==> config.mk <==
export PLATFORM = sky130hd
export DESIGN_NAME = line_fill_buffer
export DESIGN_NICKNAME = d
export VERILOG_FILES = /design/src/rtl/line_fill_buffer.sv
export SDC_FILE = /design/constraint.sdc
export NUM_CORES = 1
export LEC_CHECK = 0
export ABC_AREA = 1
export CAP_MARGIN = 20
export CORE_ASPECT_RATIO = 1.25
export CORE_MARGIN = 3
export CORE_UTILIZATION = 44
export CTS_CLUSTER_DIAMETER = 200
export DETAILED_ROUTE_END_ITERATION = 10
export HOLD_SLACK_MARGIN = 0.1
export PLACE_DENSITY = 0.77
export SYNTH_ARGS = -nofsm -noshare
export SYNTH_HDL_FRONTEND = slang
export SYNTH_SLANG_ARGS = --single-unit
==> constraint.sdc <==
create_clock -name clk -period 1.5 [get_ports clk]
set_input_delay 0.15 -clock clk [delete_from_list [all_inputs] [get_ports clk]]
set_output_delay 0.15 -clock clk [all_outputs]
set_load 0.02 [all_outputs]
==> src/rtl/line_fill_buffer.sv <==
// Critical-word-first line fill buffer: collects N beats of w bits into one
// flat line register, tracking per-word validity and flagging the first beat.
module line_fill_buffer #(
    parameter int SEL_WIDTH = 4,
    parameter int w         = 8
) (
    input  logic                            clk,
    input  logic                            rst_n,
    input  logic                            start,
    input  logic [SEL_WIDTH-1:0]            start_word,
    input  logic                            mem_valid,
    input  logic [w-1:0]                    mem_data,
    output logic                            mem_ready,
    output logic [(1<<SEL_WIDTH)*w-1:0]     line_out,
    output logic [(1<<SEL_WIDTH)-1:0]       word_valid,
    output logic                            crit_valid,
    output logic [w-1:0]                    crit_data,
    output logic                            line_valid,
    input  logic                            line_ack,
    output logic                            busy
);

    localparam int N = 1 << SEL_WIDTH;

    typedef enum logic [1:0] {
        IDLE = 2'd0,
        FILL = 2'd1,
        DONE = 2'd2
    } state_t;

    state_t               state_q, state_d;
    logic [SEL_WIDTH-1:0] ptr_q, ptr_d;
    logic [SEL_WIDTH-1:0] cnt_q, cnt_d;
    logic [N-1:0]         word_valid_q, word_valid_d;
    logic [w-1:0]         crit_data_q, crit_data_d;
    logic                 crit_valid_q, crit_valid_d;
    logic                 beat_acc;

    // Handshake outputs decode from state alone so no input reaches them combinationally.
    assign mem_ready  = (state_q == FILL);
    assign line_valid = (state_q == DONE);
    assign busy       = (state_q != IDLE);
    assign beat_acc   = mem_valid && (state_q == FILL);

    always_comb begin
        state_d      = state_q;
        ptr_d        = ptr_q;
        cnt_d        = cnt_q;
        word_valid_d = word_valid_q;
        crit_data_d  = crit_data_q;
        crit_valid_d = 1'b0;
        case (state_q)
            IDLE: begin
                if (start) begin
                    ptr_d        = start_word;
                    cnt_d        = '0;
                    word_valid_d = '0;
                    state_d      = FILL;
                end
            end
            FILL: begin
                if (beat_acc) begin
                    word_valid_d[ptr_q] = 1'b1;
                    ptr_d               = ptr_q + SEL_WIDTH'(1);
                    cnt_d               = cnt_q + SEL_WIDTH'(1);
                    if (cnt_q == '0) begin
                        crit_data_d  = mem_data;
                        crit_valid_d = 1'b1;
                    end
                    if (&cnt_q) begin
                        state_d = DONE;
                    end
                end
            end
            DONE: begin
                if (line_ack) begin
                    state_d = IDLE;
                end
            end
            default: state_d = IDLE;
        endcase
    end

    always_ff @(posedge clk or negedge rst_n) begin
        if (!rst_n) begin
            state_q      <= IDLE;
            ptr_q        <= '0;
            cnt_q        <= '0;
            word_valid_q <= '0;
            crit_data_q  <= '0;
            crit_valid_q <= 1'b0;
        end else begin
            state_q      <= state_d;
            ptr_q        <= ptr_d;
            cnt_q        <= cnt_d;
            word_valid_q <= word_valid_d;
            crit_data_q  <= crit_data_d;
            crit_valid_q <= crit_valid_d;
        end
    end

    // One register per word; it only loads when the write pointer selects it,
    // so old contents persist across IDLE until overwritten by the next fill.
    generate
        for (genvar gi = 0; gi < N; gi++) begin : g_word
            logic [w-1:0] word_q, word_d;

            always_comb begin
                word_d = word_q;
                if (beat_acc && (ptr_q == SEL_WIDTH'(gi))) begin
                    word_d = mem_data;
                end
            end

            always_ff @(posedge clk or negedge rst_n) begin
                if (!rst_n) begin
                    word_q <= '0;
                end else begin
                    word_q <= word_d;
                end
            end

            assign line_out[gi*w +: w] = word_q;
        end
    endgenerate

    assign word_valid = word_valid_q;
    assign crit_valid = crit_valid_q;
    assign crit_data  = crit_data_q;

endmodule
==> results of run 1 <==
layer usage:
layer | GRT usage [%] | vias to the layer above | share of wire, %
met3 | 6.05 | 30 | 6.2
met5 | 0 | - | 0
met1 | 28.7 | 2581 | 40
li1 | - | 2436 | -
met4 | 8.32 | 0 | 2.4
met2 | 40.3 | 188 | 52
logic make-up after synthesis:
| family | synth area share (%) |
|---|---|
| buffers and inverters | 6.56 |
| adders and majority gates | 1.17 |
| and+or+nand+nor | 15.4 |
| AOI/OAI and AO/OA | 13.4 |
| DFF | 63.5 |
registers in the layout, indices dropped and copies added, names as in the netlist:
register / flops
g_word.word_q: 128
crit_valid: 1
crit_data: 8
ptr_q: 4
cnt_q: 4
word_valid: 16
state_q: 2
critical path, stage by stage, from the launching register on:
cell	delay [ns]
dfrtp_1	0.46
inv_1	0.17
nand2_1	0.16
nor2_1	0.23
nand2_4	0.16
nand2_1	0.10
o21ai_1	0.06
worst max-delay path by stage:
stage	start	to	slack (ns)
5_1_grt	ptr_q[2]$_DFFE_PN0P_	g_word[10].word_q[4]$_DFFE_PN0P_	-0.06
6_report	ptr_q[2]$_DFFE_PN0P_	g_word[11].word_q[4]$_DFFE_PN0P_	0.02
2_1_floorplan	ptr_q[0]$_DFFE_PN0P_	g_word[8].word_q[6]$_DFFE_PN0P_	0.07
4_1_cts	ptr_q[0]$_DFFE_PN0P_	g_word[4].word_q[2]$_DFFE_PN0P_	0.004
3_5_place_dp	mem_valid	g_word[14].word_q[2]$_DFFE_PN0P_	-0.11
3_3_place_gp	mem_valid	g_word[12].word_q[2]$_DFFE_PN0P_	-0.04
through the flow:
step	cells	utilization, %	setup TNS (ns)	worst slack, ns	hold slack, ns
after floorplan	633	-	0	0.0727	-0.146
after global placement	982	60.6	-1.16	-0.0445	0.0748
after detailed placement	982	60.6	-5.94	-0.114	0.0865
after CTS	1016	63.5	0	0.00358	0.205
after global routing	1017	63.6	-1.31	-0.0572	0.246
final	1017	63.6	0	0.0229	0.209
power by group through the flow:
stage	clock, W	sequential (W)	combinational (W)
CTS	0.00421	0.00735	0.00851
detailed placement	0	0.00747	0.00961
global placement	0	0.00741	0.00934
floorplan	0	0.00940	0.00258
global route	0.00439	0.00759	0.00919
finish	0.00414	0.00737	0.00849
final cells by class:
type                    count  area (um^2)  share of cell area, %
flip-flops and latches    163         4080                   45.6
multi-input cells         388         1960                   21.9
repair buffers            206         1920                   21.4
clock buffers              18          429                   4.80
well taps                 175          219                   2.45
inverters                  54          210                   2.35
clock inverters            13          129                   1.44
cells in the final DEF, fill, tap and decap left out, types with 15 or more instances in the layout:
cell type and count:
a21oi_1 24, buf_4 22, clkbuf_16 17, clkdlybuf4s50_1 15, dfrtp_1 161, dlygate4sd2_1 153
inv_1 48, nand2_1 171, nor2_1 21, o21ai_0 71, o21ai_1 49, o21ai_2 15
timing repair:
item | in CTS | in global routing
setup buffers | 2 | 1
hold buffers | 1 | 0
endpoints found under the hold margin | 163 | 0
gates resized for setup | 167 | 16
endpoints found under the setup margin | 176 | 135
gates cloned | 0 | 0
pin swaps | 0 | 4
==> results.yml, run 1 <==
global_routing:
  grt_pass1_wl_um: 29400
  first_global_vias: 5383
  grt_max_degree: 40
  grt_use_total_pct: 23.5
  gr-total-overflow: 0
  antenna_found_initial: 0
yosys:
  post-synth-top-area-cell: "dfrtp_1"
  yosys_warnings: 0
  synth_commonest_cells: "171 x nand2_1, 163 x dfrtp_1, 71 x o21ai_0, 53 x inv_1, 49 x o21ai_1"
  synth_nets: 656
  synth.most_common_cell: "nand2_1"
  syn-cell-area_um2: 6420
  synth_cell_types: 22
  synth_area_per_cell_um2: 10.1
  yosysSeqAreaShare_pct: 63.5
  ys.flop_type: "dfrtp_1"
  async_flop_share_pct: 100
  ys_ff_latch: 163
  synthCells: 633
  netlist.area_leader.share_pct: 63.5
  synth_area_leaders: "dfrtp_1 63%, nand2_1 10%, o21ai_0 5.5%"
  synth_enable_flop_cells: 0
clock_network:
  clock_path_buffers: 2
  numClockSinks: 163
  clk_pin_slew_ns: 0.06
  cts_tree: "yes"
  h-tree-depth: 4
  root_buffer: "clkbuf_16"
  clk_latency_ns: 0.42
  cts_buffers: 17
placed_design:
  gp_congestion: 0.855
  postPlaceCellArea_um2: 8520
  dp_hpwl_um: 12900
  numPortBuffers: 172
worst_setup_path:
  worstRegToRegCells: 6
  worst-r2r-setup-slack_ns: 0.02
  crit_arrival_ns: 1.76
  startpoint_type: "flip-flop"
  endpoint_kind: "flip-flop"
  critPathKind: "reg2reg"
  cp_max_fo: 17
  cp.required_ns: 1.78
  r2r_end: "g_word[11].word_q[4]$_DFFE_PN0P_"
  r2r_start: "ptr_q[2]$_DFFE_PN0P_"
pwr:
  leakage_nw: 4.78
  p_sw_share_pct: 41.5
  p_per_area_nw_per_um2: 2240
  p_switching_w: 0.00829
  power.total_w: 0.0200
  pwr-share-seq_pct: 36.8
  ir_drop_mv: 1.35
  p_comb_share_pct: 42.5
  clockPowerShare_pct: 20.7
  p_int_w: 0.0117
floorplanning:
  initial_utilization_pct: 45.7
  ioPinCount: 173
  coreArea_um2: 14100
  rows: 48
  die-width_um: 114
  die_h_um: 141
  die_area_um2: 16100
layout:
  synthToLayoutAreaGrowth_pct: 39.2
  n_fill_cell: 1175
  drive_gt1_share_pct: 13.7
  insertedDiodeCount: 0
  final_nets: 853
  final_cell_area_um2: 8940
timing:
  setup_violations: 0
  fmax_ghz: 0.677
  worst-slew-pin-transition_ns: 0.761
  post-route-period-util_pct: 98.5
  hold_viol_final: 0
  finalMaxSlewViolations: 0
  rsz0062_at_grt: "yes"
  maxSlewHeadroom_pct: 49.2
  fin_crit_ns: 1.48
  fin_worst_skew_ns: 0.00705
route:
  ant_nets: 0
  drc: 0
  vias: 5235
  routedWlPerCell_um: 18.2
  drtPass1Iterations: 5
  wl_um: 18500
  drt-vias-per-instance: 5.15
  drt_iter0_markers: 358
worst_hold_path:
  hp-class: "in2async"
flow_run:
  drv_cap: 0
status:
  status: "complete, no violations"
No activity file was read; power rests on OpenSTA's default activity.
==> run 2: changes to the inputs <==
- CORE_UTILIZATION: 44 -> 52
- PLACE_DENSITY: 0.77 -> 0.85
- clock period: 1.5 -> 1.9 ns (I/O delays scaled with it)
==> results.yml, run 2 (synthesis gave the netlist of run 1 again) <==
route:
  drt_iter0_markers: 265
  drt-vias-per-instance: 5.30
  wl_um: 18300
  ant_nets: 0
  routedWlPerCell_um: 18.6
  drc: 0
  vias: 5221
  drtPass1Iterations: 5
layout:
  largest_reg_flops: 128
  final_common_cell: "nand2_1"
  final_nets: 835
  seq_area_um2: 4080
  drive_gt1_share_pct: 9.82
  regMostFlops: "g_word.word_q"
  n_fill_cell: 767
  multiInputGateArea_um2: 1930
  instances_no_fill: 986
  layout_common_cells: "170 x nand2_1, 169 x clkdlybuf4s50_1, 163 x dfrtp_1, 71 x o21ai_0, 53 x inv_1"
  insertedDiodeCount: 0
  synthToLayoutAreaGrowth_pct: 38.4
placed_design:
  dp_hpwl_um: 12400
  numPortBuffers: 172
  place_inst: 953
  gp_congestion: 0.847
pwr:
  p_switching_w: 0.00667
  p_per_area_nw_per_um2: 1880
  p_int_w: 0.0101
  p_comb_share_pct: 44.0
  pwr-share-seq_pct: 35.4
  clockPowerShare_pct: 20.5
  leakage_nw: 4.18
  p_sw_share_pct: 39.9
  ir_drop_mv: 1.13
clock_network:
  cts_buffers: 17
  clock_path_buffers: 2
  root_buffer: "clkbuf_16"
  h-tree-depth: 4
  clk_pin_slew_ns: 0.07
  clk_latency_ns: 0.42
  cts_tree: "yes"
  numClockSinks: 163
  cts_setup_buffers: 0
worst_setup_path:
  startpoint_type: "flip-flop"
  cp_max_fo: 6
  endpoint_kind: "primary output"
  cp.required_ns: 1.71
  crit_arrival_ns: 1.62
  critPathKind: "reg2out"
worst_hold_path:
  hp-class: "in2async"
floorplanning:
  die_h_um: 130
  die_area_um2: 13700
  initial_utilization_pct: 54.3
  coreArea_um2: 11800
  ioPinCount: 173
  die-width_um: 105
  rows: 44
global_routing:
  gr-total-overflow: 0
  first_global_vias: 5411
  grt_use_total_pct: 27.7
  antenna_found_initial: 0
  grt_pass1_wl_um: 29100
  grt_max_degree: 68
timing:
  hold_viol_final: 0
  fin_crit_ns: 1.81
  finalMaxSlewViolations: 0
  setup_violations: 0
  fmax_ghz: 0.553
  fin_setup_tns_ns: 0
  post-route-period-util_pct: 95.2
  maxSlewHeadroom_pct: 70.5
  fin_worst_skew_ns: 0.00747
  worst-slew-pin-transition_ns: 0.441
  rsz0062_at_grt: "no"
flow_run:
  drv_cap: 0
status:
  status: "complete, no violations"
run 2: worst max-delay path, stage by stage (launching register included):
cell,delay [ns]
dfrtp_1,0.46
nor2_2,0.16
inv_1,0.05
clkdlybuf4s50_1,0.53
run 2: area by class of cell:
cell class	instances	area share, %
inverters	54	2.36
clock inverters	14	1.80
multi-input cells	388	21.7
well taps	161	2.27
flip-flops and latches	163	45.9
repair buffers	188	21.1
clock buffers	18	4.94
run 2: through the flow:
step                cell area, um^2  power, W  worst slack [ns]  utilization [%]  hold slack, ns
CTS                            8880    0.0168            0.0124             75.0           0.256
finish                         8890    0.0167            0.0908             75.1           0.246
global placement               8270    0.0130             0.139             69.9           0.132
global route                   8890    0.0176           0.00404             75.1           0.279
detailed placement             8270    0.0133            0.0274             69.9           0.138
floorplan                      6420   0.00946             0.473                -          -0.106
run 2: path summary, 6_finish.rpt:
check | from | depth (start not counted) | endpoint | slack, ns
max | state_q[0]$_DFFE_PN0P_ | 3 | busy | 0.09
min | rst_n | 2 | g_word[7].word_q[4]$_DFFE_PN0P_ | 0.25
max reg2reg | ptr_q[0]$_DFFE_PN0P_ | 6 | g_word[0].word_q[6]$_DFFE_PN0P_ | 0.12
min reg2reg | g_word[15].word_q[4]$_DFFE_PN0P_ | 2 | g_word[15].word_q[4]$_DFFE_PN0P_ | 0.49
max in group asynchronous | rst_n | 3 | crit_data[4]$_DFFE_PN0P_ | 0.97
min in group clk | mem_data[0] | 3 | crit_data[0]$_DFFE_PN0P_ | 0.37
run 2: what timing repair did:
| action | in CTS | in global routing |
|---|---|---|
| hold buffers | 1 | 0 |
| endpoints found under the hold margin | 51 | 0 |
| endpoints found under the setup margin | 1 | 5 |
| resized for setup | 1 | 3 |
run 2: routing by layer:
layer  GRT usage (%)  vias to the layer above  wire [um]
met5               0                        -          0
met4            10.7                        0        441
met3            9.95                       36       1870
met2            48.3                      252       9460
met1            31.3                     2534       6570
li1                -                     2399          -
run 2: power groups by stage:
stage / clock network, W / logic, W / registers (W)
6_report: 0.00344 / 0.00737 / 0.00593
5_1_grt: 0.00364 / 0.00791 / 0.00607
3_3_place_gp: 0 / 0.00710 / 0.00585
4_1_cts: 0.00347 / 0.00742 / 0.00591
3_5_place_dp: 0 / 0.00733 / 0.00593
2_1_floorplan: 0 / 0.00204 / 0.00742
